**src/rtl/tree_path_walker.sv**
```systemverilog
`default_nettype none
// =============================================================================
// tree_path_walker : walks a stored message-hierarchy tree along a root-first
//                    stream of field identifiers.   Revision: 1.0
// =============================================================================
module tree_path_walker #(
    parameter int IDENTIFIER_SIZE     = 8,
    parameter int NODE_ADDR_SIZE      = 8,
    parameter int MAX_NODES_PER_LEVEL = 4,
    parameter int MAX_DEPTH           = 4,
    parameter int NODE_SIZE           = IDENTIFIER_SIZE + NODE_ADDR_SIZE*(1+MAX_NODES_PER_LEVEL)
) (
    input  logic                                 clk,
    input  logic                                 rst_n,
    input  logic                                 id_valid_i,
    output logic                                 id_ready_o,
    input  logic [IDENTIFIER_SIZE-1:0]           id_data_i,
    input  logic                                 id_last_i,
    output logic                                 mem_rd_en_o,
    output logic [NODE_ADDR_SIZE-1:0]            mem_rd_addr_o,
    input  logic [NODE_SIZE-1:0]                 mem_rd_data_i,
    output logic                                 res_valid_o,
    input  logic                                 res_ready_i,
    output logic                                 res_hit_o,
    output logic                                 res_err_o,
    output logic [NODE_ADDR_SIZE-1:0]            res_node_addr_o,
    output logic [$clog2(MAX_DEPTH+1)-1:0]       res_depth_o
);

    localparam int DW = $clog2(MAX_DEPTH+1);
    localparam int KW = $clog2(MAX_NODES_PER_LEVEL+1);
    localparam int IW = IDENTIFIER_SIZE;
    localparam int AW = NODE_ADDR_SIZE;

    typedef enum logic [2:0] {
        S_IDLE      = 3'd0,
        S_ROOT_RD   = 3'd1,
        S_WAIT_ID   = 3'd2,
        S_PROBE_RD  = 3'd3,
        S_PROBE_CMP = 3'd4,
        S_DRAIN     = 3'd5,
        S_RESULT    = 3'd6
    } state_t;

    state_t          state_q, state_d;
    logic [IW-1:0]   id_q, id_d;
    logic            last_q, last_d;
    logic [DW-1:0]   depth_q, depth_d;
    logic [KW-1:0]   k_q, k_d;
    logic [AW-1:0]   cur_q, cur_d;
    logic            hit_q, hit_d;
    logic            err_q, err_d;
    logic            root_pend_q;
    logic [AW-1:0]   child_q [MAX_NODES_PER_LEVEL];
    logic [AW-1:0]   child_d [MAX_NODES_PER_LEVEL];
    logic [AW-1:0]   w_child;
    logic            w_unused_parent;

    assign w_unused_parent = ^mem_rd_data_i[NODE_SIZE-IW-1 -: AW];

    always_comb begin
        w_child = '0;
        for (int j = 0; j < MAX_NODES_PER_LEVEL; j++) begin
            if (k_q == KW'(j)) w_child = child_q[j];
        end
    end

    always_comb begin
        state_d       = state_q;
        id_d          = id_q;
        last_d        = last_q;
        depth_d       = depth_q;
        k_d           = k_q;
        cur_d         = cur_q;
        hit_d         = hit_q;
        err_d         = err_q;
        child_d       = child_q;
        id_ready_o    = 1'b0;
        mem_rd_en_o   = 1'b0;
        mem_rd_addr_o = '0;

        // Root node word arrives the cycle after ROOT_RD, i.e. during the first WAIT_ID cycle.
        if (root_pend_q) begin
            for (int j = 0; j < MAX_NODES_PER_LEVEL; j++) child_d[j] = mem_rd_data_i[j*AW +: AW];
        end

        case (state_q)
            S_IDLE: begin
                if (id_valid_i) begin
                    state_d = S_ROOT_RD;
                    cur_d   = '0;
                    hit_d   = 1'b0;
                    err_d   = 1'b0;
                    depth_d = '0;
                end
            end
            S_ROOT_RD: begin
                mem_rd_en_o = 1'b1;
                state_d     = S_WAIT_ID;
            end
            S_WAIT_ID: begin
                id_ready_o = 1'b1;
                if (id_valid_i) begin
                    id_d   = id_data_i;
                    last_d = id_last_i;
                    if (depth_q != DW'(MAX_DEPTH)) depth_d = depth_q + DW'(1);
                    if ((id_data_i == '0) || (depth_q == DW'(MAX_DEPTH))) begin
                        err_d   = 1'b1;
                        state_d = id_last_i ? S_RESULT : S_DRAIN;
                    end else begin
                        k_d     = '0;
                        state_d = S_PROBE_RD;
                    end
                end
            end
            S_PROBE_RD: begin
                if ((k_q == KW'(MAX_NODES_PER_LEVEL)) || (w_child == '0)) begin
                    state_d = last_q ? S_RESULT : S_DRAIN;
                end else begin
                    mem_rd_en_o   = 1'b1;
                    mem_rd_addr_o = w_child;
                    state_d       = S_PROBE_CMP;
                end
            end
            S_PROBE_CMP: begin
                if (mem_rd_data_i[NODE_SIZE-1 -: IW] == id_q) begin
                    cur_d = w_child;
                    for (int j = 0; j < MAX_NODES_PER_LEVEL; j++) child_d[j] = mem_rd_data_i[j*AW +: AW];
                    if (last_q) begin
                        hit_d   = 1'b1;
                        state_d = S_RESULT;
                    end else begin
                        state_d = S_WAIT_ID;
                    end
                end else begin
                    k_d     = k_q + KW'(1);
                    state_d = S_PROBE_RD;
                end
            end
            S_DRAIN: begin
                id_ready_o = 1'b1;
                if (id_valid_i) begin
                    if (depth_q != DW'(MAX_DEPTH)) depth_d = depth_q + DW'(1);
                    if (id_last_i) state_d = S_RESULT;
                end
            end
            S_RESULT: begin
                if (res_ready_i) begin
                    state_d = S_IDLE;
                    depth_d = '0;
                    hit_d   = 1'b0;
                    err_d   = 1'b0;
                    cur_d   = '0;
                end
            end
            default: state_d = S_IDLE;
        endcase
    end

    always_ff @(posedge clk or negedge rst_n) begin
        if (!rst_n) begin
            state_q     <= S_IDLE;
            id_q        <= '0;
            last_q      <= 1'b0;
            depth_q     <= '0;
            k_q         <= '0;
            cur_q       <= '0;
            hit_q       <= 1'b0;
            err_q       <= 1'b0;
            root_pend_q <= 1'b0;
            for (int j = 0; j < MAX_NODES_PER_LEVEL; j++) child_q[j] <= '0;
        end else begin
            state_q     <= state_d;
            id_q        <= id_d;
            last_q      <= last_d;
            depth_q     <= depth_d;
            k_q         <= k_d;
            cur_q       <= cur_d;
            hit_q       <= hit_d;
            err_q       <= err_d;
            root_pend_q <= (state_q == S_ROOT_RD);
            child_q     <= child_d;
        end
    end

    assign res_valid_o     = (state_q == S_RESULT);
    assign res_hit_o       = hit_q;
    assign res_err_o       = err_q;
    assign res_node_addr_o = hit_q ? cur_q : '0;
    assign res_depth_o     = depth_q;

endmodule
`default_nettype wire

```
**config.mk**
```make
export PLATFORM = sky130hd
export DESIGN_NAME = tree_path_walker
export DESIGN_NICKNAME = d
export VERILOG_FILES = /design/src/rtl/tree_path_walker.sv
export SDC_FILE = /design/constraint.sdc
export NUM_CORES = 1
export LEC_CHECK = 0
export ABC_AREA = 1
export CORE_MARGIN = 5
export CORE_UTILIZATION = 50
export DETAILED_ROUTE_END_ITERATION = 6
export GPL_TIMING_DRIVEN = 0
export HOLD_SLACK_MARGIN = 0.08
export MAX_ROUTING_LAYER = met4
export PLACE_DENSITY = 0.78
export REMOVE_ABC_BUFFERS = 1
export SKIP_CTS_REPAIR_TIMING = 1
export SLEW_MARGIN = 30
export SYNTH_ARGS = -nofsm -noshare
export SYNTH_HDL_FRONTEND = slang
export SYNTH_SLANG_ARGS = --single-unit
```
**constraint.sdc**
```tcl
create_clock -name clk -period 2.5 [get_ports clk]
set_input_delay 0.25 -clock clk [delete_from_list [all_inputs] [get_ports clk]]
set_output_delay 0.25 -clock clk [all_outputs]
set_load 0.02 [all_outputs]
```
==> results.md <==
* Final wirelength at slightly below 9 mm
* Flop and latch count out of synthesis at 61
* Vias per cell at 4.92
* Final core utilization at between 70 and 80%
* First-pass GRT wire length at 13.9 mm
* Worst hold path type: in -> async
* Antenna violations before repair at 0
* Ant. Diodes at 0
* Antenna Nets Post-Route at 0
* Worst slew pin tran at around 620 ps
* Row Count at 30
* R2r endpoint: state_q[0]
* Commonest non-fill, non-tap cell in the layout: nand2_1
* Maximum fanout along the worst path at 8
* Register area share after synthesis at approximately 44%
* CP Data Arrival Time at ~2400 ps
* Final critical-path share of the clock period at 105%
* Max Fclk at roughly 380 MHz
* Critical Path RT at approximately 2300 ps
* Total power at around 0.0057 W
* Yosys Warn Count at 0
* Reg clk slew, reported paths at around 70 ps
* Die Span Y at between 90 and 100 um
* H-tree depth at 3
* Worst Setup SP: k_q[0]
* Failing checks: setup timing
* Gate Count Post-Synth at around 460
* Vias in the first global route at approximately 3000
* Endpoints failing hold at 0
* Drt first pass iters at 4
* Synth top area share at 43.9%
* Post-synth top area cell: dfrtp_1
* Leakage at roughly 2.4 nW
* Synth area leaders: dfrtp_1 (44%), nand2_1 (15%), inv_1 (9.4%), o21ai_2 (5.5%), o21ai_0 (4.0%)
* Tmin final at ~2600 ps
* Via count at around 3200
* Commonest non-fill, non-tap cells in the layout: nand2_1 (133), inv_1 (80), clkdlybuf4s50_1 (66), dfrtp_1 (58)
* Reg2reg start: k_q[1]
* Max-cap violations at 0
* Final setup skew at 6.06 ps
* CP Capture Type: output pin
* DR DRC count at 0
* Total grt overflow at 0
* Outcome: complete, but fails checks
* Die Area at between 0.008 and 0.009 mm2
* Combinational Power Share at a little under three fifths
* Fraction of layout cells with a size suffix above 1 at about a fifth
* CTS tree: yes
* Worst setup SP type: register
* Max-slew headroom at between 50% and 60%
* Clock group share of total power at around 15%
* Root buf cell: clkbuf_8
* Clock Latency Late Sink at roughly 340 ps
* Non-filler instance count after layout at ~650
* Synth unique cells at 31
* R2R setup slack at ~400 ps
* Syn_area_per_cell at 7.49 um2
* Port-buffer cells at 76
* NetSw at 0.00255 W
* IO Pins at 85
* Largest net degree at the start of global routing at 47
* Avg WL per Cell at 13.5 um
* DRT iter0 DRCs at approximately 180
* CTS Sinks at a little over 60
* Reg2Reg Depth at 14
* Internal at around 0.0031 W
* Area grow syn2layout at 37.1%
* CTS Buf Count at 9
* Clk buf depth at 2
* Sequential power share at between 20% and 30%
* RSZ-0062 raised after global routing: yes
* CP Class: reg -> out
* Post-layout net count at 619
* Core ar. at roughly 0.0068 mm2
* Max Slew Vio Count at 0
* Main synth FF type: dfrtp_1
* Asr flop ratio synth at 100%
* Post-synth EDFFs at 0
* Setup ws final at -129 ps
* Worst vdd ir at around 0.66 mV
* Initial core utilization at 51.2%
* PwrDens at ~1200 mW/mm2
* Dpl cells at ~620
* Total track usage at 20.7%
* Mapped Area at around 0.0035 mm2
* Placer Congestion at just under 0.9
* Die width at 93.4 um
* Switching part of the total power at between 40 and 50%
* Final Setup Violations at 8
* Hpwl dp at between 6 and 7 mm
[through the flow]
| stage | setup WS (ps) | setup TNS [ps] | cell area, um2 | hold slack, ps |
|---|---|---|---|---|
| finish | -129 | -734 | 4770 | 310 |
| CTS | -922 | -7190 | 4460 | -235 |
| floorplan | -115 | -3130 | 3340 | -45.6 |
| detailed placement | -544 | -3760 | 4270 | 130 |
| global placement | -1040 | -81960 | 4220 | 472 |
| global route | -247 | -1690 | 4770 | 326 |
[logic make-up (layout without fill, tap and decap cells)]
| family | Yosys count | after routing | synth area share (%) |
|---|---|---|---|
| buffers and inverters | 103 | 195 | 13.4 |
| flip-flops | 61 | 61 | 43.9 |
| AND/OR/NAND/NOR | 217 | 217 | 26.3 |
| adder cells (fa/ha/maj) | 7 | 7 | 2.52 |
| AO/OA/AOI/OAI | 76 | 76 | 13.9 |
[worst max path at each step]
stage                                  end  cells past startpoint  slack [ps]
after detailed placement  mem_rd_addr_o[5]                     14        -540
after CTS                 mem_rd_addr_o[5]                     14        -920
after global placement          child_q[5]                      9       -1040
final                     mem_rd_addr_o[3]                     14        -130
after global routing      mem_rd_addr_o[3]                     15        -250
after floorplan                 child_q[0]                      8        -110
[registers in the layout, summed over array words and instances (netlist names)]
register     cells
res_hit_o        1
state_q          3
id_q             8
res_depth_o      3
child_q         32
last_q           1
root_pend_q      1
res_err_o        1
k_q              3
cur_q            8
[cell usage after synthesis (2+ instances only)]
cell,n
o21ai_0,28
a21oi_2,2
nand2_2,2
nor4_1,2
o21ai_1,13
ha_1,7
or2_1,6
buf_6,10
nand3_1,19
inv_1,87
o21ai_2,22
nand2_1,139
nor2_1,31
nand4_1,4
dfrtp_1,61
a21boi_1,2
buf_2,3
or2_2,5
nor3_1,2
nor2_2,3
a21oi_1,6
[metal layers]
layer / routed length (um) / part of all wire (%) / track usage, %
met5: 0 / 0 / -
met4: 282 / 3.2 / 9.28
met3: 419 / 4.8 / 3.94
met2: 4230 / 48 / 30.4
met1: 3870 / 44 / 27.9
[area by class of cell]
type,instances,area (um2)
clock buffers,11,141
flip-flops and latches,61,1530
well taps,96,120
repair buffers,91,912
fillers,529,2030
clock inverters,5,50.0
multi-input cells,300,1670
inverters,88,344
[power groups by stage]
stage	registers, W	logic [W]	clock network [W]
floorplan	0.00161	0.00181	0
global placement	0.00162	0.00252	0
detailed placement	0.00164	0.00261	0
CTS	0.00162	0.00263	0.000875
global route	0.00170	0.00351	0.000928
finish	0.00165	0.00317	0.000867
[critical path: stages (launching register included)]
cell and delay, ps:
dfrtp_2 470, inv_4 110, ha_4 150, inv_1 70, nor2_4 200, nand2_1 110, nand3_2 90, a21oi_2 80
nand2_1 70, nor2_1 50, nand2_2 90, nand3_4 120, or2_1 270, inv_2 60, buf_6 110
No activity file was read; power rests on OpenSTA's default activity.
==> edit 1 (config.mk and constraints unchanged) <==
Register the output `res_err_o` once more, with the module's reset; this adds one clock of latency there. The other outputs are not delayed to match.
--- a/src/rtl/tree_path_walker.sv
+++ b/src/rtl/tree_path_walker.sv
@@ -186,5 +186,11 @@
     assign res_valid_o     = (state_q == S_RESULT);
     assign res_hit_o       = hit_q;
-    assign res_err_o       = err_q;
+    always_ff @(posedge clk or negedge rst_n) begin
+        if (!rst_n) begin
+            res_err_o <= '0;
+        end else begin
+            res_err_o <= err_q;
+        end
+    end
     assign res_node_addr_o = hit_q ? cur_q : '0;
     assign res_depth_o     = depth_q;
Check against the original RTL: not equivalent (Yosys sat finds a counterexample within 4 cycles, from zero or initial values and one cycle with rst_n low).
==> edit 1 against the unedited design <==
Count of clock-buffer cells in the layout increased by 2. Power is 3.7% lower. Design area decreased by 3.4%. Non-clock buffer count is 6 lower. Clock skew up 0.00069 ns. Critical path type unchanged. Setup slack improved by 0.011 ns. The run still ends with setup timing left. Hold slack better by 0.036 ns. Sequential power rose by 4%. Area after synthesis fell by 2.4%. Critical path depth is the same. Wire length fell by 3.3%. Sequential cell count up 1.
==> edit 1: results (changes against the unedited design) <==
<table>
<tr><th>Metric</th><th>Value</th></tr>
<tr><th colspan="2">Placed design</th></tr>
<tr><td>Sum of net half-perimeters after detailed placement</td><td>5890 µm (was 6030 µm)</td></tr>
<tr><td>Placed Instance Area</td><td>0.00419 mm² (was 0.00427 mm²)</td></tr>
<tr><th colspan="2">Setup path</th></tr>
<tr><td>R2R Path End</td><td>child_q[28]$_DFF_PN0_ (was state_q[0]$_DFFE_PN0P_)</td></tr>
<tr><td>Reg-to-reg critical path startpoint</td><td>state_q[2]$_DFFE_PN0P_ (was k_q[1]$_DFFE_PN0P_)</td></tr>
<tr><th colspan="2">Logic synthesis</th></tr>
<tr><td>Unique cell type count in the Yosys netlist</td><td>38 (was 31)</td></tr>
<tr><td>Parity-gate share of the synthesized area counting xor and xnor cells</td><td>1.55% (was 0%)</td></tr>
<tr><td>Fraction of synthesized area in multiplexers</td><td>5.31% (was 0%)</td></tr>
<tr><th colspan="2">Route</th></tr>
<tr><td>Via/cell ratio</td><td>5.13 (was 4.92)</td></tr>
<tr><td>Router iterations before antenna repair</td><td>5 (was 4)</td></tr>
<tr><td>Routed wire length on met2</td><td>4410 µm (was 4230 µm)</td></tr>
<tr><td>Starting DRC count in detailed routing</td><td>213 (was 181)</td></tr>
<tr><td>Routed length on met1</td><td>3530 µm (was 3870 µm)</td></tr>
<tr><th colspan="2">Timing</th></tr>
<tr><td>Final Worst Setup Slack</td><td>-0.118 ns (was -0.129 ns)</td></tr>
<tr><td>Slew @ Worst Pin</td><td>0.745 ns (was 0.619 ns)</td></tr>
<tr><td>Final setup violation count</td><td>7 (was 8)</td></tr>
<tr><th colspan="2">Layout</th></tr>
<tr><td>Number of clock buffers in the layout</td><td>13 (was 11)</td></tr>
<tr><td>Total number of sequential cells</td><td>62 (was 61)</td></tr>
<tr><td>Inverters</td><td>66 (was 88)</td></tr>
<tr><td>Number of non-clock buffers</td><td>85 (was 91)</td></tr>
<tr><td>Fraction of area in multi-input gates</td><td>35.8% (was 35.0%)</td></tr>
<tr><td>Layout clock area frac</td><td>4.05% (was 4.01%)</td></tr>
<tr><th colspan="2">Global route</th></tr>
<tr><td>Pin count of the biggest net entering global routing</td><td>49 (was 47)</td></tr>
<tr><td>Via count of the first global-routing pass</td><td>2,846 (was 2,979)</td></tr>
<tr><th colspan="2">Power</th></tr>
<tr><td>Peak VDD IR</td><td>0.000593 V (was 0.000660 V)</td></tr>
<tr><th colspan="2">Status</th></tr>
<tr><td>Failing checks</td><td>setup timing (unchanged)</td></tr>
<tr><td>Outcome</td><td>complete, but fails checks (unchanged)</td></tr>
</table>
==> edit 1: cell count changes after synthesis, moves of 5 or more <==
cell,change
inv_1,-27
o21ai_2,-21
nand2_1,-17
mux2_2,+16
nand2_2,+9
o21ai_1,-9
o21ai_0,+7
buf_6,-6
nor2_1,-6
xnor2_1,+5
==> edit 1: through the flow <==
| step | setup TNS (ns) | hold WS (ns) | setup WS [ns] |
|---|---|---|---|
| 3_3_place_gp | -52.68 | 0.371 | -0.783 |
| 6_report | -0.468 | 0.345 | -0.118 |
| 3_5_place_dp | -5.29 | 0.132 | -0.560 |
| 4_1_cts | -7.10 | -0.233 | -0.926 |
| 2_1_floorplan | 0 | -0.0456 | 0.318 |
| 5_1_grt | -1.45 | 0.365 | -0.240 |
==> edit 1: report_power, final <==
part / total [µW] / switching [µW] / internal [µW]
sequential: 1710 / 282 / 1430
clock: 826 / 388 / 438
combinational: 2940 / 1750 / 1190
==> edit 2 (same flow settings) <==
Without the edit above. Set the parameter `NODE_ADDR_SIZE` to 32 (it was 8).
--- a/src/rtl/tree_path_walker.sv
+++ b/src/rtl/tree_path_walker.sv
@@ -6,5 +6,5 @@
 module tree_path_walker #(
     parameter int IDENTIFIER_SIZE     = 8,
-    parameter int NODE_ADDR_SIZE      = 8,
+    parameter int NODE_ADDR_SIZE      = 32,
     parameter int MAX_NODES_PER_LEVEL = 4,
     parameter int MAX_DEPTH           = 4,
Ports: changed (resized mem_rd_addr_o, mem_rd_data_i and res_node_addr_o); port bits go from 85 to 253. The function was not compared with the original's and may differ.
==> edit 2 against the unedited design <==
Power grew to 2.8 times the old value. Non-clock buffer count up 188. Register-to-register slack lost 0.70 ns. Final cell count is 140% higher. First-iteration DRC count grew to 2.9 times the old value. Setup slack got worse by 0.71 ns. Hold slack lost 0.070 ns. The flow still finishes with violations (setup timing). Clock skew up 0.0023 ns. Wire length grew to 3.4 times the old value. Largest power group unchanged. Design area grew to 2.8 times the old value. Sequential cell count increased by 120. Synthesized cell count up 140%. Critical endpoint is now mem_rd_addr_o[6]. Die area rose by 140%. Area after synthesis rose to 2.6 times the old value.
==> edit 2: results (changes against the unedited design) <==
<table>
<tr><th>Metric</th><th>Value</th></tr>
<tr><th colspan="2">Power</th></tr>
<tr><td>Reported net switching power</td><td>6500 µW (was 2550 µW)</td></tr>
<tr><td>Static power due to leakage</td><td>0.00637 µW (was 0.00240 µW)</td></tr>
<tr><td>Cell-internal power</td><td>9410 µW (was 3140 µW)</td></tr>
<tr><th colspan="2">Timing</th></tr>
<tr><td>Final Worst Setup Slack</td><td>-0.841 ns (was -0.129 ns)</td></tr>
<tr><td>Worst relative slew slack</td><td>54.3% (was 58.7%)</td></tr>
<tr><td>Final setup violation count</td><td>35 (was 8)</td></tr>
<tr><th colspan="2">Clock network</th></tr>
<tr><td>H-tree depth</td><td>4 (was 3)</td></tr>
<tr><td>Clock latency at the later pin of the worst-skew pair</td><td>0.43 ns (was 0.34 ns)</td></tr>
<tr><th colspan="2">Global route</th></tr>
<tr><td>Met1 Track Usage GR</td><td>32.7% (was 27.9%)</td></tr>
<tr><td>Initial antenna violation count</td><td>1 (was 0)</td></tr>
<tr><th colspan="2">Layout</th></tr>
<tr><td>Final Non-Filler Cells</td><td>1,587 (was 652)</td></tr>
<tr><td>Proportion of layout cells with a drive suffix above 1</td><td>24.2% (was 19.6%)</td></tr>
<tr><td>Total number of nets in the final design</td><td>1,532 (was 619)</td></tr>
<tr><th colspan="2">Placed design</th></tr>
<tr><td>Placed Instance Area</td><td>0.0116 mm² (was 0.00427 mm²)</td></tr>
<tr><td>Count of input and output buffers</td><td>220 (was 76)</td></tr>
<tr><td>Weighted congestion reported at the end of routability-driven placement</td><td>0.816 (was 0.891)</td></tr>
<tr><td>Minimum setup slack after placement</td><td>-2.17 ns (was -0.544 ns)</td></tr>
<tr><th colspan="2">Route</th></tr>
<tr><td>Router iterations before antenna repair</td><td>5 (was 4)</td></tr>
<tr><td>Aggregate routed wire length</td><td>29,700 µm (was 8810 µm)</td></tr>
<tr><td>Via/cell ratio</td><td>5.29 (was 4.92)</td></tr>
<tr><th colspan="2">Status</th></tr>
<tr><td>Failing checks</td><td>setup timing (unchanged)</td></tr>
<tr><td>Outcome</td><td>complete, but fails checks (unchanged)</td></tr>
<tr><th colspan="2">Logic synthesis</th></tr>
<tr><td>Dominant cells by area after synthesis</td><td>dfrtp_1, nand2_1, mux2_2, inv_1, o21ai_0 (was dfrtp_1, nand2_1, inv_1, o21ai_2, o21ai_0)</td></tr>
<tr><td>Sequential fraction of the synthesis area</td><td>49.7% (was 43.9%)</td></tr>
<tr><td>Unique cell type count in the Yosys netlist</td><td>29 (was 31)</td></tr>
<tr><th colspan="2">Setup path</th></tr>
<tr><td>CP max stage cell</td><td>dfrtp_1 (was dfrtp_2)</td></tr>
<tr><td>Largest fanout on the critical path</td><td>6 (was 8)</td></tr>
</table>
edit 2: cell types whose count changed in the layout (fill, tap and decap cells not counted), sizes merged, moves of 14 or more:
cell           change
nand2            +165
clkdlybuf4s50    +120
dfrtp            +120
mux2              +83
inv               +77
buf               +64
o21ai             +47
nand3             +30
nor3              +30
nor2              +23
clkbuf            +18
a21boi            +14
edit 2: cell families (layout without fill, tap and decap cells):
group	after synthesis	count (layout)	synth area share [%]
mux	83	83	10.3
buf+inv	220	471	9.56
fa+ha+maj	7	7	0.962
other cells	0	1	0
simple gates	453	461	20.3
flops	181	181	49.7
xor+xnor	1	1	0.0962
compound gates	153	153	9.08
edit 2: final timing paths:
path	start	endpoint	slack, ns	cells past startpoint
worst max-delay path	k_q[1]$_DFFE_PN0P_	mem_rd_addr_o[6]	-0.84	18
worst min-delay path	rst_n	child_q[99]$_DFF_PN0_	0.24	2
max in group asynchronous	rst_n	child_q[88]$_DFF_PN0_	1.22	4
worst max register to register	k_q[1]$_DFFE_PN0P_	state_q[1]$_DFFE_PN0P_	-0.29	21
min in group clk	mem_rd_data_i[21]	child_q[117]$_DFF_PN0_	0.38	3
worst min register to register	cur_q[25]$_DFFE_PN0P_	cur_q[25]$_DFFE_PN0P_	0.49	2
edit 2: area by class of cell:
class,count,area (µm²),share of cell area (%)
multi-input cells,705,4380,33.0
inverters,159,629,4.74
repair inverters,1,8.76,0.0660
diodes,1,2.50,0.0188
repair buffers,279,2810,21.1
clock buffers,21,470,3.54
well taps,229,287,2.16
clock inverters,11,161,1.22
flip-flops and latches,181,4540,34.2
edit 2: metal layers:
layer / vias to the layer above / routed length (µm)
met4: 0 / 737
met5: - / 0
met1: 4038 / 12300
met2: 332 / 14500
li1: 3977 / -
met3: 56 / 2140
